--- src/rtl/icache_refill_responder.sv ---
// Icache refill port memory responder: answers Get requests with address-derived AccessAckData bursts.
// Optional ICACHE_RESP_STALL_EN inserts a one-cycle d_valid bubble every fourth BURST cycle.
module icache_refill_responder #(
  parameter int ADDR_W   = 32,
  parameter int DATA_W   = 64,
  parameter int SRC_W    = 2,
  parameter int LATENCY  = 3,
  parameter int MAX_SIZE = 6
) (
  input  logic              icache_clock_gate_out,
  input  logic              reset,
  input  logic              a_valid,
  output logic              a_ready,
  input  logic [2:0]        a_opcode,
  input  logic [3:0]        a_size,
  input  logic [SRC_W-1:0]  a_source,
  input  logic [ADDR_W-1:0] a_address,
  output logic              d_valid,
  input  logic              d_ready,
  output logic [2:0]        d_opcode,
  output logic [3:0]        d_size,
  output logic [SRC_W-1:0]  d_source,
  output logic              d_denied,
  output logic [DATA_W-1:0] d_data
);

  // state    | meaning
  // ST_IDLE  | a_ready high, waiting for a request
  // ST_WAIT  | latency countdown after accept
  // ST_BURST | presenting response beats on channel D

  localparam int         BEAT_BYTES  = DATA_W / 8;
  localparam int         LG_BB       = $clog2(BEAT_BYTES);
  localparam int         BEAT_W      = 16;
  localparam logic [2:0] OP_GET      = 3'd4;
  localparam logic [2:0] OP_ACK_DATA = 3'd1;

  typedef enum logic [1:0] {ST_IDLE, ST_WAIT, ST_BURST} state_t;

  state_t              state, state_nxt;
  logic [7:0]          wait_cnt;
  logic [BEAT_W-1:0]   beat_idx, beat_last;
  logic [3:0]          cap_size;
  logic [SRC_W-1:0]    cap_source;
  logic [ADDR_W-1:0]   cap_base;
  logic                cap_err;
  logic                accept, beat_fire, last_fire, bubble;
  logic                req_err;
  logic [ADDR_W-1:0]   req_base, beat_addr;
  logic [BEAT_W-1:0]   req_last;

  assign a_ready   = (state == ST_IDLE);
  assign accept    = a_valid & a_ready;
  assign beat_fire = d_valid & d_ready;
  assign last_fire = beat_fire && (beat_idx == beat_last);

  always_comb begin
    req_err  = (a_opcode != OP_GET) || (a_size > 4'(MAX_SIZE));
    req_base = a_address & ~((ADDR_W'(1) << a_size) - ADDR_W'(1));
    req_last = '0;
    // Error responses are always a single beat regardless of a_size.
    if (!req_err && (a_size > 4'(LG_BB)))
      req_last = (BEAT_W'(1) << (a_size - 4'(LG_BB))) - BEAT_W'(1);
  end

`ifdef ICACHE_RESP_STALL_EN
  logic [1:0] stall_cnt;

  always_ff @(posedge icache_clock_gate_out) begin
    if (reset)
      stall_cnt <= '0;
    else if (state == ST_BURST)
      stall_cnt <= stall_cnt + 2'd1;
  end

  assign bubble = (stall_cnt == 2'd3);
`else
  assign bubble = 1'b0;
`endif

  always_ff @(posedge icache_clock_gate_out) begin
    if (reset)
      state <= ST_IDLE;
    else
      state <= state_nxt;
  end

  always_comb begin
    state_nxt = state;
    unique case (state)
      ST_IDLE:  if (accept)           state_nxt = ST_WAIT;
      ST_WAIT:  if (wait_cnt == '0)   state_nxt = ST_BURST;
      ST_BURST: if (last_fire)        state_nxt = ST_IDLE;
      default:                        state_nxt = ST_IDLE;
    endcase
  end

  always_ff @(posedge icache_clock_gate_out) begin
    if (reset) begin
      wait_cnt   <= '0;
      beat_idx   <= '0;
      beat_last  <= '0;
      cap_size   <= '0;
      cap_source <= '0;
      cap_base   <= '0;
      cap_err    <= 1'b0;
    end else begin
      if (accept) begin
        wait_cnt   <= 8'(LATENCY - 1);
        beat_idx   <= '0;
        beat_last  <= req_last;
        cap_size   <= a_size;
        cap_source <= a_source;
        cap_base   <= req_base;
        cap_err    <= req_err;
      end else if ((state == ST_WAIT) && (wait_cnt != '0)) begin
        wait_cnt <= wait_cnt - 8'd1;
      end
      if (beat_fire && !last_fire)
        beat_idx <= beat_idx + BEAT_W'(1);
    end
  end

  assign beat_addr = cap_base + (ADDR_W'(beat_idx) << LG_BB);

  assign d_valid  = (state == ST_BURST) && !bubble;
  assign d_opcode = OP_ACK_DATA;
  assign d_size   = cap_size;
  assign d_source = cap_source;
  assign d_denied = cap_err && (state == ST_BURST);
  assign d_data   = cap_err ? '0 : DATA_W'(beat_addr);

endmodule

--- config.mk ---
export PLATFORM = sky130hd
export DESIGN_NAME = icache_refill_responder
export DESIGN_NICKNAME = d
export VERILOG_FILES = /design/src/rtl/icache_refill_responder.sv
export SDC_FILE = /design/constraint.sdc
export NUM_CORES = 1
export LEC_CHECK = 0
export ABC_AREA = 1
export BUFFER_PORTS_ARGS = -buffer_cell sky130_fd_sc_hd__buf_2
export CORE_MARGIN = 4
export CORE_UTILIZATION = 50
export CTS_CLUSTER_DIAMETER = 50
export CTS_CLUSTER_SIZE = 30
export DETAILED_ROUTE_END_ITERATION = 8
export GPL_TIMING_DRIVEN = 0
export PLACE_DENSITY = 0.73
export SLEW_MARGIN = 40
export SYNTH_ARGS = -nofsm -noshare
export SYNTH_HDL_FRONTEND = slang
export SYNTH_SLANG_ARGS = --single-unit
--- constraint.sdc ---
create_clock -name icache_clock_gate_out -period 7.2 [get_ports icache_clock_gate_out]
set_input_delay 1.44 -clock icache_clock_gate_out [delete_from_list [all_inputs] [get_ports icache_clock_gate_out]]
set_output_delay 1.44 -clock icache_clock_gate_out [all_outputs]
set_load 0.03 [all_outputs]
[Word-level counts from Yosys, hierarchy flattened]
Index checks and enable logic that the tools add are counted.
Widths: inputs -> output; s select.
Word-level totals
  bits in registers: 81
  input port bits: 45
  logic and storage cells: 55
Cells by class
  $add $sub $neg: 6
  order comparisons: 2
  equality and inequality tests: 7
  shift operators: 2
  muxes and demuxes: 10
  bitwise logic cells: 4
  reductions and logical operators: 15
Operators with widths (number)
  $mux 16: 3
  $add 32x19->32: 1
  $and 32x32->32: 1
  $mux 32: 1
  $not 32->32: 1
  $shl 1x4->32 const A: 1
  $sub 32x1->32 const B: 1
  $add 16x1->16 const B: 1
  $eq 16x16->1: 1
  $shl 1x4->16 const A: 1
  $sub 16x2->16 const B: 1
  $mux 2: 5
  $logic_not 8->1: 1
  $reduce_bool 8->1: 1
  $sub 8x1->8 const B: 1
  $pmux 2 s3: 1
  $logic_and 1x1->1: 5
  $gt 4x2->1 const B: 1
  $gt 4x3->1 const B: 1
  $ne 2x1->1 const B: 2
  $reduce_bool 2->1: 2
  $sub 4x2->4 const B: 1
  $ne 3x3->1 const B: 1
  $reduce_and 3->1: 1
  8 further kinds: 10

[Depth between registers and ports, before layout]
Gate-level depths: netlist of the first run.
  depth after elaboration: 6
  gate-level depth with buffers: 14

[Worst setup path after synthesis of the first run]
Ideal clock, no wire load.
  kind: reg2out
  start: register beat_idx[0]
  end: output d_data[27]
  data arrival time: 2.250 ns
  data required time: 5.760 ns
  slack: 3.510 ns
  stages on the path, launching flop included: 13
  cells stage by stage: dfxtp_1 > ha_1 > inv_1 > fa_1 > inv_1 > nand3_1 > nand3_1 > inv_1 > o21bai_1 > nand3_1 > nand3_1 > nand2_1 > nor2_1
On the way
  longest elaborated chain between the ends: 2
Ends and longest elaborated chain
  start: declaration: RTL line 42  | logic [BEAT_W-1:0] beat_idx, beat_last;
  start signal: assignment: RTL line 120  | beat_idx <= beat_idx + BEAT_W'(1);
  $add 32x19->32: RTL line 124  | assign beat_addr = cap_base + (ADDR_W'(beat_idx) << LG_BB);
  $mux 32: RTL line 131  | assign d_data = cap_err ? '0 : DATA_W'(beat_addr);
  end: declaration: RTL line 24  | output logic [DATA_W-1:0] d_data
Every way passes these cells.

[Final worst setup path of the first run]
  start: register beat_idx[0]
  end: output d_data[11]
Same word-level chain as after synthesis.

==> results of run 1 <==
metal layers:
metal  GRT usage, %  share of wire, %  vias to the layer above
met4           7.49               1.9                        0
met5              0                 0                        -
met1           37.6                47                     3107
li1               -                 -                     3670
met3           4.32               8.7                       29
met2           40.6                43                      289
kinds of logic (layout without fill, tap and decap cells):
kind of cell,count (synthesis),count (layout)
compound gates,140,140
xor+xnor,9,9
fa+ha+maj,32,32
buf+inv,214,314
flops,81,81
other cells,2,35
simple gates,608,608
cells in the mapped netlist (2+ instances only):
master,n
a21oi_1,47
buf_6,2
o32ai_1,3
inv_2,4
nor2_1,132
nand3_1,95
dfxtp_1,81
nor3_1,13
o22ai_1,12
nand3_2,3
xnor2_1,4
buf_4,36
nand2_2,4
nor2_2,3
a22o_1,3
nand2_1,323
xor2_1,5
inv_1,149
o21ai_2,3
o31ai_1,2
conb_1,2
o21bai_1,6
buf_2,12
ha_1,31
clkbuf_1,9
nor2_4,4
o21ai_1,5
nand4_1,25
o21ai_0,49
a32o_1,5
per-stage QoR:
step	hold slack (ns)	instance area [um^2]
floorplan	0.430	6600
global placement	0.439	7240
detailed placement	0.447	7240
CTS	0.458	7530
global route	0.478	7530
finish	0.452	7530
worst max-delay path by stage:
| stage | end | start |
|---|---|---|
| detailed placement | d_data[11] | beat_idx[0] |
| CTS | d_data[11] | beat_idx[0] |
| global route | d_data[27] | beat_idx[0] |
| global placement | d_data[27] | beat_idx[0] |
| finish | d_data[11] | beat_idx[0] |
| floorplan | d_data[27] | beat_idx[0] |
final cells by class:
class                           count  area (um^2)  share of cell area, %
Multi-Input combinational cell    824         4000                   53.1
Sequential cell                    81         1620                   21.5
Inverter                          154          581                   7.71
Timing Repair Buffer               85          425                   5.65
Buffer                             60          392                   5.20
Clock buffer                        9          225                   2.99
Tap cell                          172          215                   2.86
Clock inverter                      6         68.8                  0.914
state kept, by name, indices dropped and copies added, names as in the netlist:
signal and cells:
beat_last 16, d_source 2, cap_base 32, d_size 4
beat_idx 16, state 2, wait_cnt 8, cap_err 1
power by group:
| part | leakage, nW | internal (mW) | total, mW | switching, mW |
|---|---|---|---|---|
| Clock | 0.142 | 0.269 | 0.468 | 0.199 |
| Combinational | 3.08 | 0.0918 | 0.298 | 0.207 |
| Sequential | 0.658 | 0.468 | 0.486 | 0.0176 |
| Total | 3.88 | 0.829 | 1.25 | 0.424 |
worst max-delay path, delay by kind of cell (launching register included):
kind                     cells  cell delay (ns)
flip-flops                   1             0.47
buffers and inverters        4             0.51
AO/OA/AOI/OAI                3             0.66
adder cells (fa/ha/maj)      2             0.68
AND/OR/NAND/NOR              2             0.26
==> impl_metrics.toml, run 1 <==
[timing]
setup_slack_ns = 2.82
setup_violations = 0
tightest_slew_ns = 0.689
rsz0062_at_grt = "no"
finalCritPeriodShare_pct = 60.8
fin_crit_ns = 4.38
relSlewSlack_pct = 54.0
fmax_mhz = 229
finClkSkew_ns = 0.0105
drv_slew = 0
hold_viol = 0
fin_tns_setup_ns = 0

[clock_tree]
cts-root-buf = "clkbuf_16"
cts_tree = "yes"
clock_path_buffers = 2
htree_levels = 3
cts_resized = 0
worstSkewPairLatency_ns = 0.34
postCtsSetupBuffers = 0
cts_buffers = 9
cts.sinks = 81
cts_hold_buf = 0
clk_pin_slew_ns = 0.07

[yosys]
synth_ff_type = "dfxtp_1"
yosys.area.top_type_share_pct = 25.1
synthTopCellsByArea = "dfxtp_1 25%, nand2_1 19%, inv_1 8.6%"
synth_compound_area_share_pct = 12.5
syn_area_um2 = 6470
synth_mux_area_share_pct = 0
synth-async-reset-ratio_pct = 0
synthCells = 1086
synth_edf_count = 0
seq_area_frac_synth_pct = 25.1
synth_xor_area_share_pct = 1.22
synth_top_family_by_area = "simple AND/OR/NAND/NOR gates"
synth_fa_ha_area_share_pct = 6.30
synth.distinct_cells = 44
synth-simple-area-share_pct = 39.8
synth_seq_cells = 81
yosysTopAreaCell = "dfxtp_1"
synth.avg_cell_area_um2 = 5.96
yosysWarningCount = 0

[run]
drv_cap = 0

[die]
fp.dieArea_um2 = 14800
ios = 121
rows = 41
die_x_um = 122
initial_utilization_pct = 51.1
die_h_um = 122
core_um2 = 12700

[routing]
drc = 0
wl_um = 19200
vias_per_cell = 5.10
drt_pre_antenna_iters = 6
wl_per_cell_um = 13.8
drtAntennaViolNets = 0
num_vias = 7095
first_iter_violations = 597

[critical_path]
critPathMaxStageDelay_ns = 0.47
r2r_start = "state[0]"
r2r_cells = 7
crit_arrival_ns = 2.94
r2r_slack_ns = 5.36
cp_slowest_cell = "dfxtp_1"
start_kind = "flip-flop"
r2r-end = "cap_base[31]"
path_class = "reg2out"
cp.required_ns = 5.76
worstPathMaxFanout = 7
end_kind = "output port"
cp_common_cell = "inv_1"
cp_cell_sequence = "ha_1 -> inv_1 -> fa_1 -> inv_1 -> nand3_1 -> nand3_1 -> inv_1 -> o21bai_1 -> o21ai_0 -> a21oi_1 -> buf_2"

[cells_and_area]
nFillCells = 1312
layout_common_cells = "323 x nand2_1, 149 x inv_1, 132 x nor2_1"
drive_gt1_share_pct = 14.4
layout_commonest_cell = "nand2_1"
final_util_pct = 59.4
fin_cells = 1391
synthToLayoutAreaGrowth_pct = 16.4
nNetsFinal = 1292
diodes = 0

[placed_design]
pre_cts_ws_ns = 3.22
io_buffer_count = 85
place_hpwl_um = 15300
place_congestion = 0.971
dp_cells = 1376

[power]
power_density_nw_per_um2 = 166
leakage_nw = 3.88
finalPower_mw = 1.25
vdd_drop_max_v = 0.000135

[global_routing]
grt_max_degree = 15
grt_pass1_vias = 6330
antenna_found_initial = 0
grt_pass1_wl_um = 31100
grt_overflow = 0
grtUsageTotal_pct = 26.2

[worst_hold_path]
hold_end = "beat_last[15]"
hp-class = "reg2reg"
holdPathStages = 2
hold_start = "beat_last[15]"

[run_status]
outcome = "finished clean"
No activity file was read; power rests on OpenSTA's default activity.
==> inputs of run 2 (changes only) <==
--- a/config.mk
+++ b/config.mk
@@ -13,7 +13,7 @@
 export CTS_CLUSTER_SIZE = 30
 export DETAILED_ROUTE_END_ITERATION = 8
 export GPL_TIMING_DRIVEN = 0
-export PLACE_DENSITY = 0.73
+export PLACE_DENSITY = 0.76
 export SLEW_MARGIN = 40
 export SYNTH_ARGS = -nofsm -noshare
 export SYNTH_HDL_FRONTEND = slang
==> constraint.sdc (replaced) <==
create_clock -name icache_clock_gate_out -period 3.6 [get_ports icache_clock_gate_out]
set_input_delay 0.72 -clock icache_clock_gate_out [delete_from_list [all_inputs] [get_ports icache_clock_gate_out]]
set_output_delay 0.72 -clock icache_clock_gate_out [all_outputs]
set_load 0.03 [all_outputs]
==> run 2 against run 1 <==
Largest power group unchanged. Critical endpoint is now d_data[27]. Die area is the same. Wire length shrank 0.91%. Via count grew 0.58%.
==> impl_metrics.toml, run 2 (synthesis gave the netlist of run 1 again) <==
[power]
vdd_drop_max_v = 0.000199
leakage_nw = 3.89
power_density_nw_per_um2 = 330
intPower_mw = 1.63
finalPower_mw = 2.49
combPwrFrac_pct = 24.0
clockPowerShare_pct = 37.0
swShare_pct = 34.5
p_sw_mw = 0.857
seq_power_share_pct = 39.0

[run]
drv_cap = 0

[routing]
vias_per_cell = 5.13
wl_met2_um = 8200
top_layer = "met4"
num_vias = 7136
drt_pre_antenna_iters = 5
wl_met1_um = 8850
drc = 0
dr_wl_met3_um = 1640
wl_um = 19100
drtAntennaViolNets = 0
first_iter_violations = 457
wl_per_cell_um = 13.7

[global_routing]
grt_overflow = 0
grt_max_degree = 15
grt_pass1_wl_um = 30400
grt_pass1_vias = 6296
antenna_found_initial = 0
grtUsageTotal_pct = 25.7

[timing]
fmax_mhz = 297
finalCritPeriodShare_pct = 93.4
fin_crit_ns = 3.36
setup_violations = 0
tightest_slew_ns = 0.683
fin_tns_setup_ns = 0
hold_viol = 0
relSlewSlack_pct = 54.5
drv_slew = 0
rsz0062_at_grt = "no"
finClkSkew_ns = 0.0125

[die]
ios = 121
core_um2 = 12700
die_h_um = 122
fp.dieArea_um2 = 14800
rows = 41
initial_utilization_pct = 51.1
die_x_um = 122

[clock_tree]
cts-root-buf = "clkbuf_16"
cts.sinks = 81
htree_levels = 3
cts_buffers = 9
clock_path_buffers = 2
clk_pin_slew_ns = 0.07
worstSkewPairLatency_ns = 0.35
cts_hold_buf = 0
cts_tree = "yes"

[cells_and_area]
largest_reg_flops = 32
fin_cells = 1392
reg_top3 = "cap_base: 32 flops, beat_idx: 16 flops, beat_last: 16 flops"
layout_commonest_cell = "nand2_1"
layout_common_cells = "323 x nand2_1, 149 x inv_1, 132 x nor2_1"
nNetsFinal = 1292
synthToLayoutAreaGrowth_pct = 16.6
diodes = 0
regMostFlops = "cap_base"
nFillCells = 1264
drive_gt1_share_pct = 14.8

[placed_design]
place_congestion = 0.971
io_buffer_count = 85
place_hpwl_um = 15300
dp_cells = 1376

[critical_path]
end_kind = "output port"
critPathMaxStageDelay_ns = 0.40
path_class = "reg2out"
start_kind = "flip-flop"
worstPathMaxFanout = 5
crit_arrival_ns = 2.64
cp_slowest_cell = "dfxtp_1"
path_buf_inv = 4
cp.required_ns = 2.88
r2r_cells = 7
critPathTopFamily = "adder cells"
cp_cell_sequence = "ha_2 -> inv_1 -> fa_1 -> inv_1 -> nand3_1 -> nand3_2 -> inv_1 -> o21bai_2 -> nand3_1 -> nand3_1 -> nand2_1 -> nor2_1 -> clkbuf_4"
worst-path-stages = 13

[worst_hold_path]
holdPathStages = 2
hp-class = "reg2reg"

[run_status]
outcome = "finished clean"
## run 2: worst register-to-register path, stage by stage, from the launching register on
cell and delay [ns]:
dfxtp_1 0.32, nor2_1 0.13, nand2_1 0.15, inv_1 0.26, nor2_4 0.12, inv_1 0.28, buf_2 0.35, o32ai_1 0.14
## run 2: per-layer routing
metal  GRT usage (%)  vias up
met5               0        -
met1            36.3     3116
met3            4.22       38
li1                -     3673
met2            40.3      309
met4            7.77        0
## run 2: final timing paths
check	start	endpoint	slack, ns
max reg2reg	state[0]	cap_base[2]	1.74
min reg2reg	wait_cnt[3]	wait_cnt[3]	0.47
max	cap_base[3]	d_data[27]	0.24
min	wait_cnt[3]	wait_cnt[3]	0.47
## run 2: metrics by stage
| stage | area, um^2 | util (%) | hold slack [ns] | setup slack, ns |
|---|---|---|---|---|
| after floorplan | 6600 | - | 0.430 | 0.630 |
| after global placement | 7240 | 57.1 | 0.438 | 0.357 |
| after detailed placement | 7240 | 57.1 | 0.448 | 0.309 |
| after CTS | 7530 | 59.4 | 0.468 | 0.0368 |
| after global routing | 7550 | 59.6 | 0.485 | 0.0108 |
| final | 7550 | 59.6 | 0.466 | 0.237 |
## run 2: cell type report
class,instances,area [um^2],area share [%]
buffer,60,392,5.19
clock buffer,11,253,3.35
clock inverter,5,37.5,0.497
inverter,154,581,7.69
multi-input combinational,824,4010,53.2
sequential,81,1630,21.6
tap,172,215,2.85
timing repair buffer,85,428,5.67
## run 2: power groups by stage
stage                     registers [mW]  logic, mW  clock network (mW)
after detailed placement           0.990      0.588                   0
after floorplan                    0.989      0.424                   0
after global routing               0.974      0.655               0.960
final                              0.970      0.597               0.920
after global placement             0.989      0.585                   0
after CTS                          0.969      0.591               0.919
## run 2: timing repair
item,in CTS,in global routing
endpoints found under the hold margin,0,0
gates resized for setup,1,6
setup endpoints to repair,3,3
buffers inserted,0,0
